**src/rtl/uart_tx_fifo_pkg.sv**
```systemverilog
// Shared constants for the UART transmit path: issue FSM state encodings and
// the default byte width / FIFO depth that the transmitter wrapper also uses.
package uart_tx_fifo_pkg;

    // Issue FSM state encodings.
    localparam logic [1:0] ST_IDLE      = 2'd0;
    localparam logic [1:0] ST_WAIT_BUSY = 2'd1;
    localparam logic [1:0] ST_WAIT_DONE = 2'd2;

    // Defaults shared with the transmitter wrapper.
    localparam int DEFAULT_DATA_W = 8;
    localparam int DEFAULT_DEPTH  = 16;

endpackage

```
**src/rtl/uart_fifo_mem.sv**
```systemverilog
// Generic synchronous FIFO: register-array storage, wrap-bit pointers and
// full/empty/count flags. Reads are combinational from the read pointer, so
// the consumer sees the head entry whenever empty is low. Kept free of any
// UART specifics so it can also serve a receive FIFO.
module uart_fifo_mem
    import uart_tx_fifo_pkg::*;
#(
    parameter int DATA_W = DEFAULT_DATA_W,
    parameter int DEPTH  = DEFAULT_DEPTH,
    parameter int ADDR_W = $clog2(DEPTH)
) (
    input  logic              clk,
    input  logic              rst_n,
    input  logic              wr_en,
    input  logic [DATA_W-1:0] wr_data,
    input  logic              rd_en,
    output logic [DATA_W-1:0] rd_data,
    output logic              full,
    output logic              empty,
    output logic [ADDR_W:0]   count
);

    logic [DATA_W-1:0] mem [DEPTH];
    logic [ADDR_W:0]   wr_ptr;
    logic [ADDR_W:0]   rd_ptr;
    logic              push;
    logic              pop;

    // Flags from the wrap-bit pointers; count wraps naturally modulo 2^(ADDR_W+1).
    assign full  = (wr_ptr[ADDR_W] != rd_ptr[ADDR_W]) &&
                   (wr_ptr[ADDR_W-1:0] == rd_ptr[ADDR_W-1:0]);
    assign empty = (wr_ptr == rd_ptr);
    assign count = wr_ptr - rd_ptr;

    // A push while full is dropped even if a pop happens on the same edge.
    assign push = wr_en && !full;
    assign pop  = rd_en && !empty;

    assign rd_data = mem[rd_ptr[ADDR_W-1:0]];

    // Storage write; the array itself is deliberately not reset.
    always_ff @(posedge clk) begin
        if (push) begin
            mem[wr_ptr[ADDR_W-1:0]] <= wr_data;
        end
    end

    // Pointer advance on accepted push / pop.
    always_ff @(posedge clk or negedge rst_n) begin
        if (!rst_n) begin
            wr_ptr <= '0;
            rd_ptr <= '0;
        end else begin
            if (push) begin
                wr_ptr <= wr_ptr + 1'b1;
            end
            if (pop) begin
                rd_ptr <= rd_ptr + 1'b1;
            end
        end
    end

endmodule

```
**src/rtl/uart_tx_fifo.sv**
```systemverilog
// Byte FIFO plus issue FSM feeding a UART transmitter. The bus side pushes
// bytes freely; the FSM pops one byte per frame and paces itself on tx_busy.
// Optional sticky overflow flag (ovf / ovf_clr) when UART_TX_FIFO_OVF_EN is
// defined.
//
// Handshakes:
//   push side  - wr_en is a valid; !full is the ready. A byte transfers on any
//                clk edge where wr_en && !full. wr_en while full is dropped.
//   issue side - tx_start is a one-cycle valid carrying tx_data; the
//                transmitter acknowledges by raising tx_busy, and the next
//                byte is not issued until tx_busy has risen and fallen again.
module uart_tx_fifo
    import uart_tx_fifo_pkg::*;
#(
    parameter int DATA_W = DEFAULT_DATA_W,
    parameter int DEPTH  = DEFAULT_DEPTH,
    parameter int ADDR_W = $clog2(DEPTH)
) (
    input  logic              clk,
    input  logic              rst_n,
    input  logic              wr_en,
    input  logic [DATA_W-1:0] wr_data,
    output logic              full,
    output logic              empty,
    output logic [ADDR_W:0]   count,
    output logic              drained,
    output logic [DATA_W-1:0] tx_data,
    output logic              tx_start,
    input  logic              tx_busy,
`ifdef UART_TX_FIFO_OVF_EN
    input  logic              ovf_clr,
    output logic              ovf,
`endif
    output logic [1:0]        dbg_state
);

    logic [1:0]        state;
    logic              pop;
    logic [DATA_W-1:0] head_data;

    // Pop exactly when IDLE issues a byte; uses the registered empty flag, so a
    // byte pushed on this edge is only seen next cycle.
    assign pop = (state == ST_IDLE) && !empty && !tx_busy;

    assign drained   = empty && (state == ST_IDLE) && !tx_busy;
    assign dbg_state = state;

    uart_fifo_mem #(
        .DATA_W (DATA_W),
        .DEPTH  (DEPTH),
        .ADDR_W (ADDR_W)
    ) u_mem (
        .clk     (clk),
        .rst_n   (rst_n),
        .wr_en   (wr_en),
        .wr_data (wr_data),
        .rd_en   (pop),
        .rd_data (head_data),
        .full    (full),
        .empty   (empty),
        .count   (count)
    );

    // Issue FSM: start one frame, wait for busy to rise, then for it to fall.
    always_ff @(posedge clk or negedge rst_n) begin
        if (!rst_n) begin
            state    <= ST_IDLE;
            tx_start <= 1'b0;
            tx_data  <= '0;
        end else begin
            case (state)
                ST_IDLE: begin
                    if (pop) begin
                        tx_data  <= head_data;
                        tx_start <= 1'b1;
                        state    <= ST_WAIT_BUSY;
                    end else begin
                        tx_start <= 1'b0;
                    end
                end
                ST_WAIT_BUSY: begin
                    tx_start <= 1'b0;
                    if (tx_busy) begin
                        state <= ST_WAIT_DONE;
                    end
                end
                ST_WAIT_DONE: begin
                    tx_start <= 1'b0;
                    if (!tx_busy) begin
                        state <= ST_IDLE;
                    end
                end
                default: begin
                    tx_start <= 1'b0;
                    state    <= ST_IDLE;
                end
            endcase
        end
    end

`ifdef UART_TX_FIFO_OVF_EN
    // Sticky overflow on any push attempted while full; clear has priority.
    always_ff @(posedge clk or negedge rst_n) begin
        if (!rst_n) begin
            ovf <= 1'b0;
        end else if (ovf_clr) begin
            ovf <= 1'b0;
        end else if (wr_en && full) begin
            ovf <= 1'b1;
        end
    end
`endif

endmodule

```
**config.mk**
```make
export PLATFORM = sky130hd
export DESIGN_NAME = uart_tx_fifo
export DESIGN_NICKNAME = d
export VERILOG_FILES = /design/src/rtl/uart_tx_fifo_pkg.sv /design/src/rtl/uart_fifo_mem.sv /design/src/rtl/uart_tx_fifo.sv
export SDC_FILE = /design/constraint.sdc
export NUM_CORES = 1
export LEC_CHECK = 0
export ABC_CLOCK_PERIOD_IN_PS = 3300
export CORE_MARGIN = 5
export CORE_UTILIZATION = 30
export DETAILED_ROUTE_END_ITERATION = 12
export SLEW_MARGIN = 20
export SYNTH_ARGS = -nofsm -noshare
export SYNTH_HDL_FRONTEND = slang
export SYNTH_SLANG_ARGS = --single-unit
```
**constraint.sdc**
```tcl
create_clock -name clk -period 3.3 [get_ports clk]
set_input_delay 0.33 -clock clk [delete_from_list [all_inputs] [get_ports clk]]
set_output_delay 0.33 -clock clk [all_outputs]
set_load 0.01 [all_outputs]
```
== Word level (Yosys, flattened, before mapping) ==
Memory sizes are Yosys's and may differ from the RTL's. A register that Yosys moved wholly into a read port is not among the register bits.
Cells that the tools add are included.

* Register bits: 13
* Bits in writable memories: 128
* Input port bits: 12
* Output and inout bits: 19
* Logic and storage cells: 38
* Memories kept: 1

* Add/subtract/negate cells: 3
* Equality and inequality tests: 8
* Multiplexer cells: 8
* Reductions and logical operators: 14

{| class="wikitable"
|+ Memory list
! memory !! depth !! width !! rd ports !! clocked after memory_dff !! write ports !! RTL line !! RTL
|-
| u_mem.mem || 16 || 8 || 1 || 1 || 1 || uart_fifo_mem.sv:23 || <nowiki>logic [DATA_W-1:0] mem [DEPTH];</nowiki>
|}

{| class="wikitable"
|+ Operators with widths
! kind !! number
|-
| $add 5x1->5 const B || 2
|-
| $logic_and 1x1->1 || 7
|-
| $mux 2 || 3
|-
| $pmux 2 s3 || 1
|-
| $eq 5x5->1 || 1
|-
| $sub 5x5->5 || 1
|-
| $eq 4x4->1 || 1
|-
| $logic_not 1->1 || 4
|-
| $mux 1 || 4
|-
| $ne 2x2->1 const B || 2
|-
| $reduce_and 3->1 || 1
|-
| $eq 2x1->1 const B || 1
|-
| $eq 2x2->1 const B || 1
|-
| $logic_not 2->1 || 1
|-
| $ne 2x1->1 const B || 1
|-
| $reduce_and 2->1 || 1
|-
| $ne 1x1->1 || 1
|}

== Longest topological paths before layout ==
Gate-level depths: netlist of the first run.

* Depth after elaboration: 6
* Depth in mapped cells: 10

== Cells and area by module ==
Synthesis of the first run repeated with hierarchy kept, for this count alone.

* Cell total of the unflattened synthesis: 325
* Area total of the unflattened synthesis: 6092.1 sq um

{| class="wikitable"
|+ Modules (own cells, without submodules)
! module !! instances !! cells an instance !! area each (sq um) !! sequential area each (sq um)
|-
| uart_fifo_mem || 1 || 299 || 5664.2 || 4093.9
|-
| uart_tx_fifo || 1 || 26 || 427.9 || 275.3
|}

== Worst setup path before layout of the first run ==
OpenSTA, ideal clock, no wires.

* Path type: reg-to-reg
* Start point: reg u_mem.rd_ptr[1]
* End point: mem u_mem.mem[3][0] in the netlist's numbering (enable)
* Library setup time: 0.332 ns
* Data arrival time: 2.020 ns
* Slack: 0.949 ns
* Cell stages (with the launch flop): 10
* Path buffers: 3
* Clock period less this slack: 2.351 ns
* Path through: dfrtp_1 > buf_6 > buf_6 > buf_4 > inv_1 > ha_1 > nand4_1 > o21ai_0 > nor3_1 > and2_1

* Word-level cells in the longest chain between the ends: 6

{| class="wikitable"
|+ Ends and longest elaborated chain
! element !! RTL line !! RTL
|-
| start: declaration || uart_fifo_mem.sv:25 || <nowiki>logic [ADDR_W:0] rd_ptr;</nowiki>
|-
| start signal: assignment || uart_fifo_mem.sv:58 || <nowiki>rd_ptr <= rd_ptr + 1'b1;</nowiki>
|-
| $eq 4x4->1 || uart_fifo_mem.sv:31 || <nowiki>(wr_ptr[ADDR_W-1:0] == rd_ptr[ADDR_W-1:0]);</nowiki>
|-
| $logic_and 1x1->1 || uart_fifo_mem.sv:30 || <nowiki>assign full = (wr_ptr[ADDR_W] != rd_ptr[ADDR_W]) &&</nowiki>
|-
| $logic_not 1->1 || uart_fifo_mem.sv:36 || <nowiki>assign push = wr_en && !full;</nowiki>
|-
| $logic_and 1x1->1 || uart_fifo_mem.sv:36 ||
|-
| $mux 1 || uart_fifo_mem.sv:43 || <nowiki>if (push) begin</nowiki>
|-
| $mux 1 (not written as such) || uart_fifo_mem.sv:44 || <nowiki>mem[wr_ptr[ADDR_W-1:0]] <= wr_data;</nowiki>
|-
| end: declaration || uart_fifo_mem.sv:23 ||
|}

Every way passes these cells.

== Final worst setup path of the first run ==
* Start point: reg u_mem.wr_ptr[0]
* End point: out count[4]

* Word-level cells in the longest chain between the ends: 1

{| class="wikitable"
|+ Ends and longest elaborated chain
! element !! RTL line !! RTL
|-
| start: declaration || uart_fifo_mem.sv:24 || <nowiki>logic [ADDR_W:0] wr_ptr;</nowiki>
|-
| start signal: assignment || uart_fifo_mem.sv:55 || <nowiki>wr_ptr <= wr_ptr + 1'b1;</nowiki>
|-
| $sub 5x5->5 || uart_fifo_mem.sv:33 || <nowiki>assign count = wr_ptr - rd_ptr;</nowiki>
|-
| end: declaration || uart_tx_fifo.sv:25 || <nowiki>output logic [ADDR_W:0] count,</nowiki>
|}

Every way passes these cells.

==> summary.md, run 1 <==
| Metric | Value |
|---|---|
| Measured slew at the worst slew-check pin | `just under 0.9 ns` |
| First-pass GRT wire length | `roughly 19 mm` |
| Total GRT Usage | `0.1092` |
| Fmax | `around 330 MHz` |
| CP Cell Sequence | `inv_1, ha_1, inv_1, fa_1, a21o_1, a21oi_1, xnor2_1, clkdlybuf4s50_1` |
| Critical path fanouts, max | `4` |
| PD cells | `about 910 nW/um2` |
| Routed WL per cell | `slightly below 20 um` |
| Synth Instances | `between 300 and 400` |
| Total wire length | `around 12 mm` |
| Grt total ovfl | `0` |
| Largest net degree at the start of global routing | `36` |
| # setup viols final | `0` |
| I/O pin count | `31` |
| Max-Cap Viols | `0` |
| Worst min-delay path category | `in -> async` |
| Primary FF master, synth | `edfxtp_1` |
| Number of global-route vias before repair | `3,135` |
| Post-synthesis sequential area ratio | `0.7233` |
| Crit path from | `u_mem.wr_ptr[0]` |
| Synth top cells by count | `edfxtp_1, dfrtp_1, mux4_1` |
| Chip Height | `around 150 um` |
| Share of cells above drive strength 1 | `0.1588` |
| Max Slew Vio Count | `0` |
| Final-report hold violation count | `0` |
| Most common cell type on the critical path | `inv_1` |
| Final nets | `around 370` |
| Mapped Area | `slightly above 6000 um2` |
| Port bufs | `30` |
| Clock root cell | `clkbuf_16` |
| N_diodes | `0` |
| Crit path kind | `reg -> out` |
| Top post-synthesis cells by area | `edfxtp_1, dfrtp_1, mux4_1` |
| RSZ-0062 raised after global routing | `no` |
| CP Launch Type | `flip-flop` |
| Worst Setup End Kind | `primary output` |
| Routability congestion estimate | `0.7539` |
| Peak VDD IR | `around 0.34 mV` |
| Chip Width | `between 150 and 200 um` |
| Cell at the slowest stage of the critical path | `clkdlybuf4s50_1` |
| Longest Clk Path Bufs | `2` |
| CP required | `between 2 and 3 ns` |
| Vias | `between 2,000 and 3,000` |
| Fin Clk Skew | `between 0.006 and 0.007 ns` |
| Cts bufs inserted | `17` |
| Clock-pin slew on the worst setup and hold paths | `around 0.060 ns` |
| Drt pass-1 iters | `4` |
| Syn nets | `326` |
| Post-DRT Antenna Nets | `0` |
| Setup TNS | `0 ns` |
| Max transition margin | `0.4086` |
| Slowest cell delay on critical path | `between 0.5 and 0.6 ns` |
| Detailed Route Iter0 Violations | `204` |
| R2R Path Start | `u_mem.rd_ptr[3]` |
| Outcome | `complete, no violations` |
| Synth area leader | `edfxtp_1` |
| Min Hold Slack | `approximately 0.44 ns` |
| Post-route DRC | `0` |
| Layout Utilization | `0.3610` |
| Ys async rst share | `0.1409` |
| Pre-CTS setup slack | `~0.73 ns` |
| Top-count cell post-synth | `edfxtp_1` |
| #FFs+latches synth | `roughly 150` |
| Core area | `~20,000 um2` |
| Distinct cells, synth | `31` |
| Setup ws final | `0.2880 ns` |
| EDFF count, synth | `roughly 130` |
| Warnings from Yosys | `0` |
| Latest clock arrival within the worst-skew pair | `roughly 0.42 ns` |
| Area Growth Syn to Fin | `19.74%` |
| Initial antenna violation count | `0` |
| Area share of the largest cell type after synthesis | `0.6363` |
| Deepest level of the CTS H-tree | `4` |
| Row Count | `between 50 and 60` |
| # clock sinks | `between 100 and 150` |
| CTS tree | `done` |
| Fin crit share | `0.9127` |
| Initial Util | `0.3014` |
| Tot Pwr | `~6.6 mW` |
| Static leakage | `around 2.5 nW` |
| Mean Syn Cell Area | `~20 um2` |
| Die ar. | `roughly 23,000 um2` |
| Min Clock Period, post-route | `~3.0 ns` |
| Worst path arrival time | `around 2.7 ns` |
| Vias per cell | `about 4.7` |
| HPWL after DPL | `approximately 7.6 mm` |
## power by group
| group | internal, mW | switching (mW) | leakage [nW] |
|---|---|---|---|
| combinational | 1.03 | 1.07 | 0.778 |
| sequential | 2.34 | 0.171 | 1.40 |
| clock | 1.21 | 0.735 | 0.292 |
## final cells by class
type,count,area (um2)
sequential,149,4370
inverter,9,33.78
fill,1921,12810
clock inverter,12,152.6
multi-input combinational,134,1556
timing repair buffer,35,335.3
tap,270,337.8
clock buffer,20,446.7
## state kept, by name (all words and copies together) (netlist names)
| name | flops |
|---|---|
| tx_data | 8 |
| u_mem.rd_ptr | 5 |
| u_mem.wr_ptr | 5 |
| u_mem.mem | 128 |
| dbg_state | 2 |
| tx_start | 1 |
## layout by cell type (no fill, tap or decap), types with 2 or more instances in the layout
| cell | instances |
|---|---|
| xor2_1 | 3 |
| xnor2_1 | 9 |
| nand4_1 | 4 |
| nor2_1 | 5 |
| clkinv_2 | 2 |
| mux2_2 | 8 |
| bufinv_16 | 3 |
| o22ai_1 | 16 |
| a21o_1 | 2 |
| inv_6 | 2 |
| clkbuf_1 | 2 |
| inv_1 | 8 |
| clkbuf_16 | 17 |
| a21oi_1 | 10 |
| edfxtp_1 | 128 |
| and4_1 | 5 |
| nand2_1 | 7 |
| and2_1 | 5 |
| o21ai_0 | 3 |
| and3_1 | 8 |
| mux4_2 | 12 |
| nor3_1 | 2 |
| clkinv_1 | 2 |
| mux4_1 | 20 |
| buf_4 | 4 |
| ha_1 | 9 |
| clkdlybuf4s50_1 | 29 |
| dfrtp_1 | 20 |
## final timing paths
kind,to,slack (ns),depth (start not counted)
max,count[4],0.29,8
min,dbg_state[0],0.44,2
max reg2reg,u_mem.mem[2][6],0.72,6
min reg2reg,dbg_state[0],0.50,1
max in group asynchronous,u_mem.rd_ptr[1],2.48,2
min in group clk,dbg_state[0],0.49,2
## logic make-up after synthesis
group,Yosys count,share of synthesized area
xor+xnor,13,0.02009
mux,40,0.1466
buf+inv,21,0.01967
compound gates,34,0.03335
simple gates,37,0.03501
flops,149,0.7233
fa+ha+maj,10,0.02196
## layer usage
metal | track usage | routed length, um
met5 | 0 | 0
met4 | 0.03339 | 123
met3 | 0.03555 | 814
met2 | 0.1774 | 6168
met1 | 0.1402 | 5123
## worst max-delay path, delay by kind of cell, from the launching register on
kind / cells / cell delay (ns)
flops: 1 / 0.41
compound gates: 2 / 0.38
buf+inv: 3 / 0.76
fa+ha+maj: 2 / 0.58
xor+xnor: 1 / 0.13
## repair_timing
action                                 in CTS  in global routing
endpoints found under the hold margin       0                 21
hold buffers                                0                  1
gates resized for setup                     0                  0
setup buffers                               0                  0
## through the flow
stage	cell area (um2)	std cells
floorplan	6041	304
global placement	6629	596
detailed placement	6629	596
CTS	7228	628
global route	7233	629
finish	7233	629
(Power assumes the default switching activity.)
==> inputs of run 2 (changes only) <==
- SLEW_MARGIN: 20 -> 5
==> run 2 against run 1 <==
Clock skew hardly changed; fmax is 0.18% lower; routed wire length is 0.46% higher; critical path depth stayed put; via count is 0.30% higher; clock-buffer cell count stayed put; core utilization hardly changed.
==> summary.md, run 2 (synthesized netlist as in run 1, its figures left out) <==
| Metric | Value |
|---|---|
| Outcome | `complete, no violations` |
| Max-Cap Viols | `0` |
| Largest net degree at the start of global routing | `36` |
| Number of global-route vias before repair | `~3,100` |
| R2R Path Start | `u_mem.rd_ptr[3]` |
| Clock root cell | `clkbuf_16` |
| First-pass GRT wire length | `about 19 mm` |
| Post-route DRC | `0` |
| Area taken by multi-input logic gates | `roughly 1600 um2` |
| Drt pass-1 iters | `4` |
| CP Cell Sequence | `inv_1, ha_1, inv_1, fa_1, a21o_1, a21oi_1, xnor2_1, clkdlybuf4s50_1` |
| Grt total ovfl | `0` |
| R2r worst-path depth | `6` |
| Fin crit share | `0.9144` |
| Share of cells above drive strength 1 | `0.1564` |
| Initial Util | `0.3014` |
| Core area | `~20,000 um2` |
| Gates resized, CTS repair | `0` |
| CP Launch Type | `flip-flop` |
| Port bufs | `30` |
| Static leakage | `around 2.5 nW` |
| Worst R2R End | `u_mem.mem[1][6]` |
| Crit path kind | `reg -> out` |
| HPWL after DPL | `7.563 mm` |
| Cts hold-fix bufs | `0` |
| Routed WL per cell | `around 20 um` |
| Total wire length | `12.29 mm` |
| CP required | `2.97 ns` |
| PD cells | `about 910 nW/um2` |
| Commonest non-fill, non-tap cells in the layout | `edfxtp_1, clkdlybuf4s50_1, mux4_1, dfrtp_1, clkbuf_16` |
| Setup Fix Bufs, Post-CTS | `0` |
| Max reg flops | `about 130` |
| Clock-pin slew on the worst setup and hold paths | `around 0.060 ns` |
| Area Growth Syn to Fin | `19.66%` |
| Max transition margin | `0.3180` |
| Longest Clk Path Bufs | `2` |
| Detailed Route Iter0 Violations | `approximately 220` |
| Row Count | `52` |
| Peak VDD IR | `about 0.34 mV` |
| Critical path fanouts, max | `4` |
| Chip Height | `151.9 um` |
| Cts bufs inserted | `17` |
| Routability congestion estimate | `roughly 0.75` |
| Post-DRT Antenna Nets | `0` |
| Worst Setup End Kind | `primary output` |
| Cell at the slowest stage of the critical path | `clkdlybuf4s50_1` |
| Final nets | `367` |
| Most common cell type on the critical path | `inv_1` |
| Fin Clk Skew | `between 0.007 and 0.008 ns` |
| Vias | `2,990` |
| I/O pin count | `31` |
| # clock sinks | `between 100 and 150` |
| Slowest cell delay on critical path | `around 0.55 ns` |
| # setup viols final | `0` |
| Layout Utilization | `0.3607` |
| R2R setup slack | `around 0.68 ns` |
| Latest clock arrival within the worst-skew pair | `about 0.42 ns` |
| Min Clock Period, post-route | `3.017 ns` |
| Max Slew Vio Count | `0` |
| Commonest non-fill, non-tap cell in the layout | `edfxtp_1` |
| Setup TNS | `0 ns` |
| Measured slew at the worst slew-check pin | `between 1 and 1.5 ns` |
| Deepest level of the CTS H-tree | `4` |
| Final-report hold violation count | `0` |
| Die ar. | `about 23,000 um2` |
| Chip Width | `between 150 and 200 um` |
| Worst min-delay path category | `in -> async` |
| Initial antenna violation count | `0` |
| FILL cells | `around 1,900` |
| Fmax | `331.4 MHz` |
| Seq. cell area | `4370 um2` |
| Total GRT Usage | `0.1092` |
| Vias per cell | `~4.8` |
| RSZ-0062 raised after global routing | `no` |
| CTS tree | `done` |
| N_diodes | `0` |
| Worst path arrival time | `approximately 2.7 ns` |
[run 2: worst max-delay path by stage]
stage	start	cells after the start	endpoint
2_1_floorplan	u_mem.rd_ptr[1]	9	u_mem.mem[3][0]
3_3_place_gp	u_mem.wr_ptr[0]	8	count[4]
3_5_place_dp	u_mem.wr_ptr[0]	8	count[4]
4_1_cts	u_mem.wr_ptr[0]	8	count[4]
5_1_grt	u_mem.wr_ptr[0]	8	count[4]
6_report	u_mem.wr_ptr[0]	8	count[4]
[run 2: through the flow]
stage / instances / power (mW) / setup slack (ns) / instance area (um2) / hold WS, ns
after floorplan: 304 / 3.880 / 0.9488 / 6041 / 0.03441
after global placement: 596 / 4.604 / 0.7767 / 6629 / 0.4883
after detailed placement: 596 / 4.667 / 0.7259 / 6629 / 0.5000
after CTS: 628 / 6.615 / 0.2716 / 7228 / 0.4796
after global routing: 628 / 6.878 / 0.1371 / 7228 / 0.4989
final: 628 / 6.554 / 0.2826 / 7228 / 0.4746
[run 2: worst max-delay path: cells and delay by family, from the launching register on]
kind / cells / cell delay [ns]
AO/OA/AOI/OAI: 2 / 0.38
XOR/XNOR: 1 / 0.13
adder cells (fa/ha/maj): 2 / 0.59
buffers and inverters: 3 / 0.76
flip-flops: 1 / 0.41
[run 2: per-layer routing]
layer / part of all wire / track usage / up-vias
li1: - / - / 1334
met5: 0 / 0 / -
met1: 0.43 / 0.1402 / 1547
met3: 0.070 / 0.03555 / 10
met2: 0.49 / 0.1774 / 99
met4: 0.011 / 0.03339 / 0
[run 2: layout make-up]
| type | count | area share |
|---|---|---|
| clock buffer | 20 | 0.06180 |
| clock inverter | 12 | 0.02112 |
| inverter | 9 | 0.004674 |
| multi-input combinational | 134 | 0.2153 |
| sequential | 149 | 0.6046 |
| tap | 270 | 0.04674 |
| timing repair buffer | 34 | 0.04570 |
[run 2: where the power goes]
part	total, mW	switching, mW	internal (mW)
sequential	2.51	0.171	2.34
combinational	2.10	1.07	1.03
clock	1.95	0.735	1.21
total	6.55	1.98	4.58
==> inputs of run 3 (changes only) <==
- ABC_AREA: unset -> 1
==> run 3 against run 2 <==
Non-clock buffer count grew 10; clock-buffer cell count is 4 higher; setup slack better by 0.0086 ns; sequential cell count unchanged; via count rose by 41%; global-route usage up 0.98 points; fmax rose by 0.28%; combinational power rose by 26%; final cell count increased by 57%; final area up 8.1%; largest cell class unchanged.
==> summary.md, run 3 <==
| Metric | Value |
|---|---|
| Post-synthesis sequential area ratio | `0.6569` |
| Seq. cell area | `about 4400 um2` |
| Deepest level of the CTS H-tree | `4` |
| Min Clock Period, post-route | `between 3 and 4 ns` |
| Post-Layout Inst Area | `a little under 8000 um2` |
| Met2 wire len | `between 7 and 8 mm` |
| Synth area leader | `edfxtp_1` |
| Synth Instances | `roughly 660` |
| Dpl cells | `~950` |
| # clock sinks | `149` |
| Post-synthesis compound-gate area fraction | `0.006396` |
| Mean Syn Cell Area | `roughly 10 um2` |
| Crit path kind | `reg -> out` |
| Distinct cells, synth | `24` |
| Peak VDD IR | `around 0.48 mV` |
| Final-report hold violation count | `0` |
| Cts bufs inserted | `17` |
| Max reg flops | `approximately 130` |
| Cts hold-fix bufs | `0` |
| Fin Clk Skew | `around 0.0093 ns` |
| Critical path fanouts, max | `11` |
| Drt pass-1 iters | `4` |
| PD cells | `886.8 nW/um2` |
| Vias per cell | `4.287` |
| Primary FF master, synth | `edfxtp_1` |
| RSZ-0062 raised after global routing | `no` |
| Post-Synth XOR/XNOR Area | `0.01580` |
| Syn nets | `678` |
| Port bufs | `30` |
| Latest clock arrival within the worst-skew pair | `0.42 ns` |
| Initial Util | `0.3048` |
| Warnings from Yosys | `0` |
| Fmax | `~330 MHz` |
| Largest net degree at the start of global routing | `68` |
| Area Growth Syn to Fin | `17.44%` |
| Top-count cell post-synth | `nand2_1` |
| Pre-CTS setup slack | `between 0.4 and 0.5 ns` |
| Clock-pin slew on the worst setup and hold paths | `roughly 0.060 ns` |
| EDFF count, synth | `128` |
| Routability congestion estimate | `approximately 0.83` |
| Commonest non-fill, non-tap cells in the layout | `nand2_1, edfxtp_1, inv_1` |
| Fin crit share | `0.9118` |
| Met3 wire length | `670 um` |
| Chip Height | `158.9 um` |
| Core area | `roughly 22,000 um2` |
| CP Launch Type | `flip-flop` |
| Post-route DRC | `0` |
| Final nets | `714` |
| Grt total ovfl | `0` |
| Total wire length | `between 10 and 15 mm` |
| Detailed Route Iter0 Violations | `~290` |
| Largest family of logic cells by synthesized area | `simple AND/OR/NAND/NOR gates` |
| Ys async rst share | `0.1409` |
| Setup TNS | `0 ns` |
| Max Slew Vio Count | `0` |
| FILL cells | `around 2,200` |
| Final Non-Filler Cells | `about 990` |
| Measured slew at the worst slew-check pin | `0.9760 ns` |
| Post-DRT Antenna Nets | `0` |
| Total GRT Usage | `0.1190` |
| HPWL after DPL | `9.659 mm` |
| CTS tree | `done` |
| Worst path arrival time | `~2.7 ns` |
| Synth top cells by count | `nand2_1, edfxtp_1, inv_1` |
| Worst min-delay path category | `in -> async` |
| First-pass GRT wire length | `around 23 mm` |
| WL met1 | `between 6 and 7 mm` |
| Top Metal Used | `met4` |
| Max-Cap Viols | `0` |
| I/O pin count | `31` |
| Outcome | `complete, no violations` |
| Longest Clk Path Bufs | `2` |
| Tot Pwr | `6.927 mW` |
| Chip Width | `~160 um` |
| Post-synthesis mux area share | `0` |
| Die ar. | `approximately 25,000 um2` |
| Clock root cell | `clkbuf_16` |
| Static leakage | `~3.4 nW` |
| Initial antenna violation count | `0` |
| Area share of the largest cell type after synthesis | `0.5779` |
| Share of cells above drive strength 1 | `0.08227` |
| Setup ws final | `~0.29 ns` |
| Post-Synth Adder-Cell Area | `0.01994` |
| #FFs+latches synth | `149` |
| Worst Setup End Kind | `primary output` |
| CP required | `2.97 ns` |
| Mapped Area | `about 6700 um2` |
| Post-Synth Simple-Gate Area | `0.2135` |
| DP Area | `roughly 7200 um2` |
| Number of global-route vias before repair | `~4,300` |
| # setup viols final | `0` |
| Vias | `roughly 4,200` |
| Top post-synthesis cells by area | `edfxtp_1, nand2_1, dfrtp_1` |
| Commonest non-fill, non-tap cell in the layout | `nand2_1` |
| Routed WL per cell | `14.74 um` |
| Max transition margin | `0.3473` |
| Area taken by multi-input logic gates | `1700 um2` |
| Row Count | `54` |
| N_diodes | `0` |
run 3: changes by cell type after synthesis, sizes merged, moves of 7 or more:
| cell | delta |
|---|---|
| mux4 | -32 |
| inv | +102 |
| nand2 | +209 |
| o22ai | -16 |
| nand3 | +100 |
| and3 | -8 |
| a21oi | -8 |
| xor2 | +7 |
| mux2 | -8 |
| xnor2 | -8 |
| nor2 | +15 |
| buf | +20 |
run 3: what timing repair did:
action / CTS / global route
gates resized for setup: 0 / 1
endpoints found under the setup margin: 0 / 1
setup buffers: 0 / 0
run 3: through the flow:
stage	utilization	hold slack, ns
3_3_place_gp	0.3321	0.4671
4_1_cts	0.3578	0.4865
3_5_place_dp	0.3321	0.4717
2_1_floorplan	-	0.03441
6_report	0.3579	0.4521
5_1_grt	0.3579	0.5101
run 3: final timing paths:
kind,from,endpoint,slack [ns],cells after the start
setup / recovery,u_mem.rd_ptr[3],drained,0.29,7
hold / removal,rst_n,tx_data[0],0.45,1
setup reg to reg,u_mem.rd_ptr[3],u_mem.mem[12][3],0.52,9
hold reg to reg,tx_data[2],tx_data[2],0.48,2
max in group asynchronous,rst_n,u_mem.rd_ptr[0],2.18,1
min in group clk,tx_data[2],tx_data[2],0.48,2
run 3: area by class of cell:
cell class | instances | share of cell area
Inverter | 112 | 0.05430
Clock buffer | 24 | 0.06583
Tap cell | 280 | 0.04485
Multi-Input combinational cell | 368 | 0.2177
Timing Repair Buffer | 44 | 0.05190
Clock inverter | 8 | 0.005927
Sequential cell | 149 | 0.5595
run 3: cell families (layout without fill, tap and decap cells):
logic type | after synthesis | count (layout)
XOR/XNOR | 12 | 12
AO/OA/AOI/OAI | 8 | 8
AND/OR/NAND/NOR | 338 | 338
flip-flops | 149 | 149
adder cells (fa/ha/maj) | 10 | 10
buffers and inverters | 139 | 188
run 3: layer usage:
metal	global-route usage	vias to the layer above
met1	0.1470	1951
met2	0.2041	87
li1	-	2167
met3	0.02385	18
met4	0.04808	0
met5	0	-
run 3: critical path: stages, from the launching register on:
cell and delay [ns]:
dfrtp_1 0.56, clkinvlp_4 0.30, ha_1 0.42, nand2_1 0.08, nor2_2 0.11, nand2_2 0.09
nor3_1 0.14, clkdlybuf4s50_1 0.56
run 3: power breakdown:
| part | total (mW) | internal [mW] | switching, mW | leakage (nW) |
|---|---|---|---|---|
| registers | 2.49 | 2.34 | 0.150 | 1.41 |
| logic | 2.64 | 0.966 | 1.68 | 1.69 |
| clock network | 1.80 | 1.09 | 0.712 | 0.285 |
==> edit, RTL diff (flow settings as in run 3) <==
Change the package constant `DEFAULT_DATA_W` from 8 to 9.
--- a/src/rtl/uart_tx_fifo_pkg.sv
+++ b/src/rtl/uart_tx_fifo_pkg.sv
@@ -9,5 +9,5 @@
 
     // Defaults shared with the transmitter wrapper.
-    localparam int DEFAULT_DATA_W = 8;
+    localparam int DEFAULT_DATA_W = 9;
     localparam int DEFAULT_DEPTH  = 16;
 
Ports: changed (resized tx_data and wr_data); port bits go from 31 to 33. The function was not compared with the original's and may differ.
==> edit against run 3 <==
Worst setup slack worse by 0.023 ns. Area after synthesis up 12%. Sequential cell count up 17. Wire length up 18%. Worst hold slack better by 0.027 ns. Combinational power up 11%. Clock power up 8%. Register-to-register slack worse by 0.02 ns. Critical path depth unchanged. Total power up 10%. Design area up 11%.
==> edit: results (changes against run 3) <==
metric;value;unit;change
yosys_warnings;0;;unchanged
grt_max_degree;75;;+10%
port_buffers;32;;+6.7%
grt_pass1_wl;27.2;mm;+17%
fill_cells;2379;;+8.6%
use_met1;0.179;;+0.0316
clk_path_buf_depth;2;;unchanged
cts-resized-gates;0;;unchanged
leakagePower;3.72;nW;+9.9%
gp_congestion;0.865;;+4.8%
postCtsSetupRepairBufs;0;;unchanged
via_per_inst;4.47;;+4.2%
hpwl;10.8;mm;+12%
ff2ff_path_depth;9;;unchanged
regToRegSetupSlack;0.50;ns;-0.02 ns
largest_reg_flops;144;;+13%
ys.flop_type;edfxtp_1;;
cp.arrival;2.70;ns;+0.02 ns
crit_fanout;12;;+1
netlist_top_cells_area;edfxtp_1, nand2_1, nand3_1;;
final_nets;788;;+10%
drt_iter0_drc;435;;+52%
crit_path_max_incr_delay;0.56;ns;about the same
rr_endpoint;u_mem.mem[6][2]$_DFFE_PP_;;
post-place-ws;0.534;ns;+0.0654 ns
synth_fp_nets;749;;+10%
firstDrtPassIters;5;;+1
ys_top_cells_by_count;nand2_1, edfxtp_1, inv_1;;
antenna_cells;0;;unchanged
status;finished clean;;
async_reset_ff_frac;0.133;;-0.00841
grt_pass1_vias;4814;;+12%
synth_edf_count;144;;+13%
vdd_drop_max;577;uV;+21%
worstHoldPathType;in -> async;;
clk_latency;0.43;ns;
drive_gt1_frac;0.0758;;-0.00643
ys_types;26;;+8.3%
tightest_slew;1.05;ns;+0.0769 ns
track_usage;0.126;;+0.00658
seq_area_frac_synth;0.657;;about the same
crit_slowest_cell;dfrtp_1;;
use_met3;0.0356;;+0.0117
slew_violations;0;;unchanged
use_met2;0.187;;-0.0168
wl_per_cell;15.5;um;+5.0%
fin_skew;0.00725;ns;-0.00205 ns
edit: cell types whose count changed in the layout (fill, tap and decap cells not counted), sizes merged, moves of 2 or more:
cell and change:
buf +5, bufinv +2, clkbuf -5, clkdlybuf4s50 +2, clkinv -2, edfxtp +16
inv +16, nand2 +25, nand3 +12
edit: layer usage:
metal	vias up	routed length, um
li1	2400	-
met1	2365	8140
met2	138	7540
met3	18	1150
met4	0	229
met5	-	0
edit: critical path: cells and delay by family (launching register included):
| kind | cells | cell delay, ns |
|---|---|---|
| flops | 1 | 0.56 |
| buf+inv | 2 | 0.84 |
| simple gates | 4 | 0.44 |
| fa+ha+maj | 1 | 0.43 |
edit: worst max-delay path by stage:
stage          slack (ns)                          to  cells past startpoint
4_1_cts              0.27                     drained                      7
6_report             0.27                     drained                      7
3_5_place_dp         0.53   u_mem.mem[6][4]$_DFFE_PP_                      9
3_3_place_gp         0.62   u_mem.mem[6][0]$_DFFE_PP_                      9
5_1_grt              0.14                     drained                      7
2_1_floorplan        0.98  u_mem.mem[12][0]$_DFFE_PP_                     10
edit: cells by family (layout without fill, tap and decap cells):
group,count (synthesis),in the layout,synth area share
AND/OR/NAND/NOR,374,374,0.212
XOR/XNOR,12,12,0.0152
buffers and inverters,155,207,0.0917
adder cells (fa/ha/maj),10,10,0.0179
AO/OA/AOI/OAI,9,9,0.00640
flip-flops,166,166,0.657
edit: final cells by class:
class,count,share of cell area
inverters,124,0.0543
flip-flops and latches,166,0.563
well taps,324,0.0468
clock inverters,13,0.0169
clock buffers,19,0.0500
multi-input cells,405,0.216
repair buffers,51,0.0534
edit: report_power, final:
part	internal (mW)	total, mW	switching, mW	leakage, nW
Combinational	1.04	2.92	1.88	1.87
Sequential	2.60	2.76	0.160	1.57
Clock	1.13	1.94	0.817	0.276
edit: stage by stage:
step | cell area [um2] | utilization | instances | power [mW] | hold slack (ns)
after floorplan | 7420 | - | 726 | 4.71 | 0.0344
after global placement | 8080 | 0.332 | 1070 | 5.70 | 0.465
after detailed placement | 8080 | 0.332 | 1070 | 5.70 | 0.466
after CTS | 8660 | 0.356 | 1102 | 7.68 | 0.484
after global routing | 8660 | 0.356 | 1102 | 8.11 | 0.501
final | 8660 | 0.356 | 1102 | 7.62 | 0.480
